## src/rtl/overlay_gen.sv

```systemverilog
// Crosshair and threshold-line overlay flags, aligned to the pixel pipeline by LATENCY cycles.
// Optional OVERLAY_BLINK_EN: blink the crosshair while the target is going stale.
module overlay_gen #(
    parameter int LATENCY      = 4,
    parameter int ARM_LEN      = 16,
    parameter int STALE_FRAMES = 8,
    parameter int H_ACTIVE     = 1280,
    parameter int V_ACTIVE     = 720
) (
    input  logic        clk_pixel_in,
    input  logic        rst_n_in,
    input  logic [10:0] hcount_in,
    input  logic [9:0]  vcount_in,
    input  logic        data_valid_in,
    input  logic        new_frame_in,
    input  logic [10:0] target_x_in,
    input  logic [9:0]  target_y_in,
    input  logic        target_valid_in,
    input  logic [9:0]  threshold_row_in,
    output logic        crosshair_out,
    output logic        line_pixel_out
);

    localparam int SW = $clog2(STALE_FRAMES + 1);
    localparam logic [SW-1:0] STALE_MAX  = SW'(STALE_FRAMES);
    localparam logic [SW-1:0] STALE_HALF = SW'(STALE_FRAMES / 2);
    localparam logic [11:0]   ARM        = 12'(ARM_LEN);

    logic [10:0]        shadow_x, ax;
    logic [9:0]         shadow_y, ay, thr_row;
    logic               shadow_fresh, loaded, started;
    logic [SW-1:0]      stale_cnt;
    logic [LATENCY-1:0] xh_pipe, ln_pipe;

    // A coincident strobe wins shadow_fresh, so it goes live one frame later.
    always_ff @(posedge clk_pixel_in or negedge rst_n_in) begin
        if (!rst_n_in) begin
            shadow_x     <= '0;
            shadow_y     <= '0;
            shadow_fresh <= 1'b0;
        end else if (target_valid_in) begin
            shadow_x     <= target_x_in;
            shadow_y     <= target_y_in;
            shadow_fresh <= 1'b1;
        end else if (new_frame_in && shadow_fresh) begin
            shadow_fresh <= 1'b0;
        end
    end

    always_ff @(posedge clk_pixel_in or negedge rst_n_in) begin
        if (!rst_n_in) begin
            ax        <= '0;
            ay        <= '0;
            loaded    <= 1'b0;
            started   <= 1'b0;
            thr_row   <= '0;
            stale_cnt <= STALE_MAX;
        end else if (new_frame_in) begin
            started <= 1'b1;
            thr_row <= threshold_row_in;
            if (shadow_fresh) begin
                ax        <= shadow_x;
                ay        <= shadow_y;
                loaded    <= 1'b1;
                stale_cnt <= '0;
            end else if (stale_cnt < STALE_MAX) begin
                stale_cnt <= stale_cnt + 1'b1;
            end
        end
    end

    logic blink_hide;
`ifdef OVERLAY_BLINK_EN
    logic [2:0] frame_cnt;

    always_ff @(posedge clk_pixel_in or negedge rst_n_in) begin
        if (!rst_n_in) begin
            frame_cnt <= '0;
        end else if (new_frame_in) begin
            frame_cnt <= frame_cnt + 3'd1;
        end
    end

    assign blink_hide = (stale_cnt >= STALE_HALF) && frame_cnt[2];
`else
    assign blink_hide = 1'b0;
`endif

    logic signed [11:0] dh, dv;
    logic [11:0]        adh, adv;
    logic               in_active, show, xh_raw, ln_raw;

    // Signed 12-bit differences keep arms near an edge from folding across the screen.
    always_comb begin
        dh        = $signed({1'b0, hcount_in}) - $signed({1'b0, ax});
        dv        = $signed({2'b00, vcount_in}) - $signed({2'b00, ay});
        adh       = dh[11] ? 12'(-dh) : 12'(dh);
        adv       = dv[11] ? 12'(-dv) : 12'(dv);
        in_active = data_valid_in && (hcount_in < 11'(H_ACTIVE)) && (vcount_in < 10'(V_ACTIVE));
        show      = loaded && (stale_cnt < STALE_MAX) && !blink_hide;
        xh_raw    = in_active && show &&
                    (((hcount_in == ax) && (adv <= ARM)) || ((vcount_in == ay) && (adh <= ARM)));
        ln_raw    = in_active && started && (thr_row < 10'(V_ACTIVE)) && (vcount_in == thr_row);
    end

    always_ff @(posedge clk_pixel_in or negedge rst_n_in) begin
        if (!rst_n_in) begin
            xh_pipe <= '0;
            ln_pipe <= '0;
        end else begin
            xh_pipe[0] <= xh_raw;
            ln_pipe[0] <= ln_raw;
            for (int i = 1; i < LATENCY; i++) begin
                xh_pipe[i] <= xh_pipe[i-1];
                ln_pipe[i] <= ln_pipe[i-1];
            end
        end
    end

    assign crosshair_out  = xh_pipe[LATENCY-1];
    assign line_pixel_out = ln_pipe[LATENCY-1];

endmodule

```

## config.mk

```make
export PLATFORM = sky130hd
export DESIGN_NAME = overlay_gen
export DESIGN_NICKNAME = d
export VERILOG_FILES = /design/src/rtl/overlay_gen.sv
export SDC_FILE = /design/constraint.sdc
export NUM_CORES = 1
export LEC_CHECK = 0
export CAP_MARGIN = 20
export CORE_MARGIN = 4
export CORE_UTILIZATION = 50
export CTS_BUF_LIST = sky130_fd_sc_hd__clkbuf_16
export CTS_CLUSTER_DIAMETER = 40
export DETAILED_ROUTE_END_ITERATION = 10
export PLACE_DENSITY = 0.77
export SLEW_MARGIN = 5
export SYNTH_ARGS = -nofsm -noshare
export SYNTH_HDL_FRONTEND = slang
export SYNTH_SLANG_ARGS = --single-unit
export TNS_END_PERCENT = 20
```

## constraint.sdc

```tcl
create_clock -name clk_pixel_in -period 2.6 [get_ports clk_pixel_in]
set_input_delay 0.52 -clock clk_pixel_in [delete_from_list [all_inputs] [get_ports clk_pixel_in]]
set_output_delay 0.52 -clock clk_pixel_in [all_outputs]
set_load 0.005 [all_outputs]
```

==> out/results.ini <==
[timing]
post-route-min-period_ns=2.71
clock_skew_ns=0.00920
hold_ws_ns=0.241
setup_ws_ns=-0.113
rsz0062_at_grt=yes
period_share_pct=104
maxSlewViolCount=0
tightest_slew_ns=0.724
slew_headroom_pct=51.8
setup_viol=1
hold_viol=0
fmax_mhz=369

[finish]
fin_nets=614
final_area_sq_mm=0.00605
fin_util_pct=77.2
areaGrowthSynthToFinish_pct=48.4
stdcell_count=640
final_common_cell=buf_4
antenna_cells=0
fillers=502
final_cell_mix=89 x buf_4, 66 x dfrtp_1, 53 x mux2_2
drive_gt1_share_pct=39.8

[floorplan]
dieArea_sq_mm=0.00967
die_height_um=98.3
io_pins=59
core_sq_mm=0.00785
die_w_um=98.3
initial_core_util_pct=52.0
rows=32

[placed_design]
port_buffers=58
place_area_sq_mm=0.00543
pre_cts_slack_ns=-1.01
place_inst=616
hpwlAfterDp_mm=8.19
place_congestion=0.894

[synthesis]
synth_seq_cells=67
ys_types=62
syn_area_sq_mm=0.00408
synth-edff-count=0
synth_fp_nets=464
async_flop_share_pct=100
ys_warn_count=0
avgSynthCellArea_sq_um=10.6
synth_flop_cell=dfrtp_1
seq_area_frac_synth_pct=41.1
synthCells=383

[setup_path]
crit_path_start_kind=register
arrival_ns=2.92
critPathRequiredTime_ns=2.81
critPathCaptureType=register
reg2reg_from=ay[0]$_DFFE_PN0P_
r2r-end=xh_pipe[0]$_DFF_PN0_
r2r_cells=10
path_class=register to register
worst-path-max-fanout=4
r2r_slack_ns=-0.11

[clocking]
htreeDepth=3
cts_hold_buf=0
cts.clk_slew.worst_paths_ns=0.07
clk_path_buf_depth=2
clkLatencyLatePin_ns=0.34
cts_tree=yes
cts_num_sinks=67
cts_inserted_buffers=9
cts_root_buffer=clkbuf_16

[detailed_routing]
routedWlPerCell_um=18.3
final_antenna_net_count=0
firstDrtPassIters=5
drtIter0Drc=258
totalWireLength_mm=11.7
vias=3689
route.detailed.drc=0
routed_via_density=5.76

[job]
maxCapViolations=0

[pwr]
cellLeakagePower_nw=2.69
power_density_mw_per_mm2=770
max-vdd-ir-drop_v=0.000477

[global_routing]
grt.met3_usage_pct=4.43
grt_pass1_wl_mm=19.0
grt_util_met1_pct=29.7
grt_util_met2_pct=43.4
antenna_found_initial=0
grtUsageTotal_pct=24.6
grt_max_degree=31
busiest_layer=met2
gr-total-overflow=0
grt_pass1_vias=3858

[worst_hold_path]
min_path_type=input pin to async pin

[status]
violations=setup timing
status=finished, violations left

-- routing by layer --
layer,wire length [um],part of all wire (%)
met1,4600,39
met2,6020,51
met3,694,5.9
met4,407,3.5
met5,0,0
-- worst max path at each step --
stage | depth (start not counted) | start | to
floorplan | 12 | vcount_in[0] | xh_pipe[0]$_DFF_PN0_
global placement | 13 | vcount_in[0] | xh_pipe[0]$_DFF_PN0_
detailed placement | 13 | vcount_in[0] | xh_pipe[0]$_DFF_PN0_
CTS | 10 | ay[0]$_DFFE_PN0P_ | xh_pipe[0]$_DFF_PN0_
global route | 10 | ay[0]$_DFFE_PN0P_ | xh_pipe[0]$_DFF_PN0_
finish | 10 | ay[0]$_DFFE_PN0P_ | xh_pipe[0]$_DFF_PN0_
-- registers in the layout (all words and copies together), names as in the netlist --
name          flops
ax               11
ay               10
ln_pipe           4
loaded            1
shadow_fresh      1
shadow_x         11
shadow_y         10
stale_cnt         4
started           1
thr_row          10
xh_pipe           4
-- cell usage after synthesis, types with 5 or more instances --
master,instances,area [sq um]
nand3b_1,6,45.0
nand2_1,16,60.1
nand2b_1,5,31.3
nand3_1,9,45.0
o21ai_0,12,60.1
dfrtp_1,66,1650
mux2_2,53,597
nor2_1,15,56.3
xnor2_1,9,78.8
xor2_1,14,123
nand4_1,5,31.3
a21oi_1,19,95.1
inv_1,31,116
nor3_1,7,35.0
and3_1,5,31.3
ha_1,22,275
o211ai_1,5,37.5
-- kinds of logic (layout without fill, tap and decap cells) --
logic type                 Yosys count  count (layout)  share of synthesized area [%]
and+or+nand+nor                     89              89                           12.0
xor gates and xnor gates            23              23                           4.94
DFF                                 67              67                           41.1
adders and majority gates           24              24                           7.73
buffers and inverters               42             197                           4.11
muxes                               57              57                           15.6
AOI/OAI and AO/OA                   81              81                           14.5
-- report_power, final --
part	switching, W	internal [W]	leakage, nW	total [W]
clock network	0.000500	0.000847	0.154	0.00135
logic	0.000991	0.00108	1.73	0.00207
registers	0.0000879	0.00116	0.800	0.00125
total	0.00158	0.00309	2.69	0.00466
-- area by class of cell --
| class | count | area (sq um) | area share, % |
|---|---|---|---|
| multi-input cells | 274 | 2520 | 41.7 |
| flip-flops and latches | 67 | 1680 | 27.7 |
| repair buffers | 150 | 1270 | 21.0 |
| clock buffers | 9 | 225 | 3.72 |
| inverters | 31 | 129 | 2.13 |
| well taps | 102 | 128 | 2.11 |
| clock inverters | 7 | 97.6 | 1.61 |
-- repair_timing --
action	in CTS	in global routing
buffers inserted	7	1
resized for setup	52	8
pin swaps	25	8
setup endpoints to repair	1	1
-- per-stage QoR --
step | TNS [ns] | power [W]
6_report | -0.113 | 0.00466
5_1_grt | -0.223 | 0.00491
4_1_cts | -0.0778 | 0.00459
3_5_place_dp | -1.01 | 0.00302
3_3_place_gp | -0.771 | 0.00294
2_1_floorplan | -0.0814 | 0.00225
-- critical path: stages (launching register included) --
cell      delay, ns
dfrtp_1        0.42
ha_4           0.16
inv_2          0.04
fa_2           0.42
a211oi_4       0.26
nor2_1         0.11
xor2_2         0.18
or3_1          0.35
or3_4          0.41
a21oi_2        0.14
o32ai_1        0.10
No activity file was read; power rests on OpenSTA's default activity.
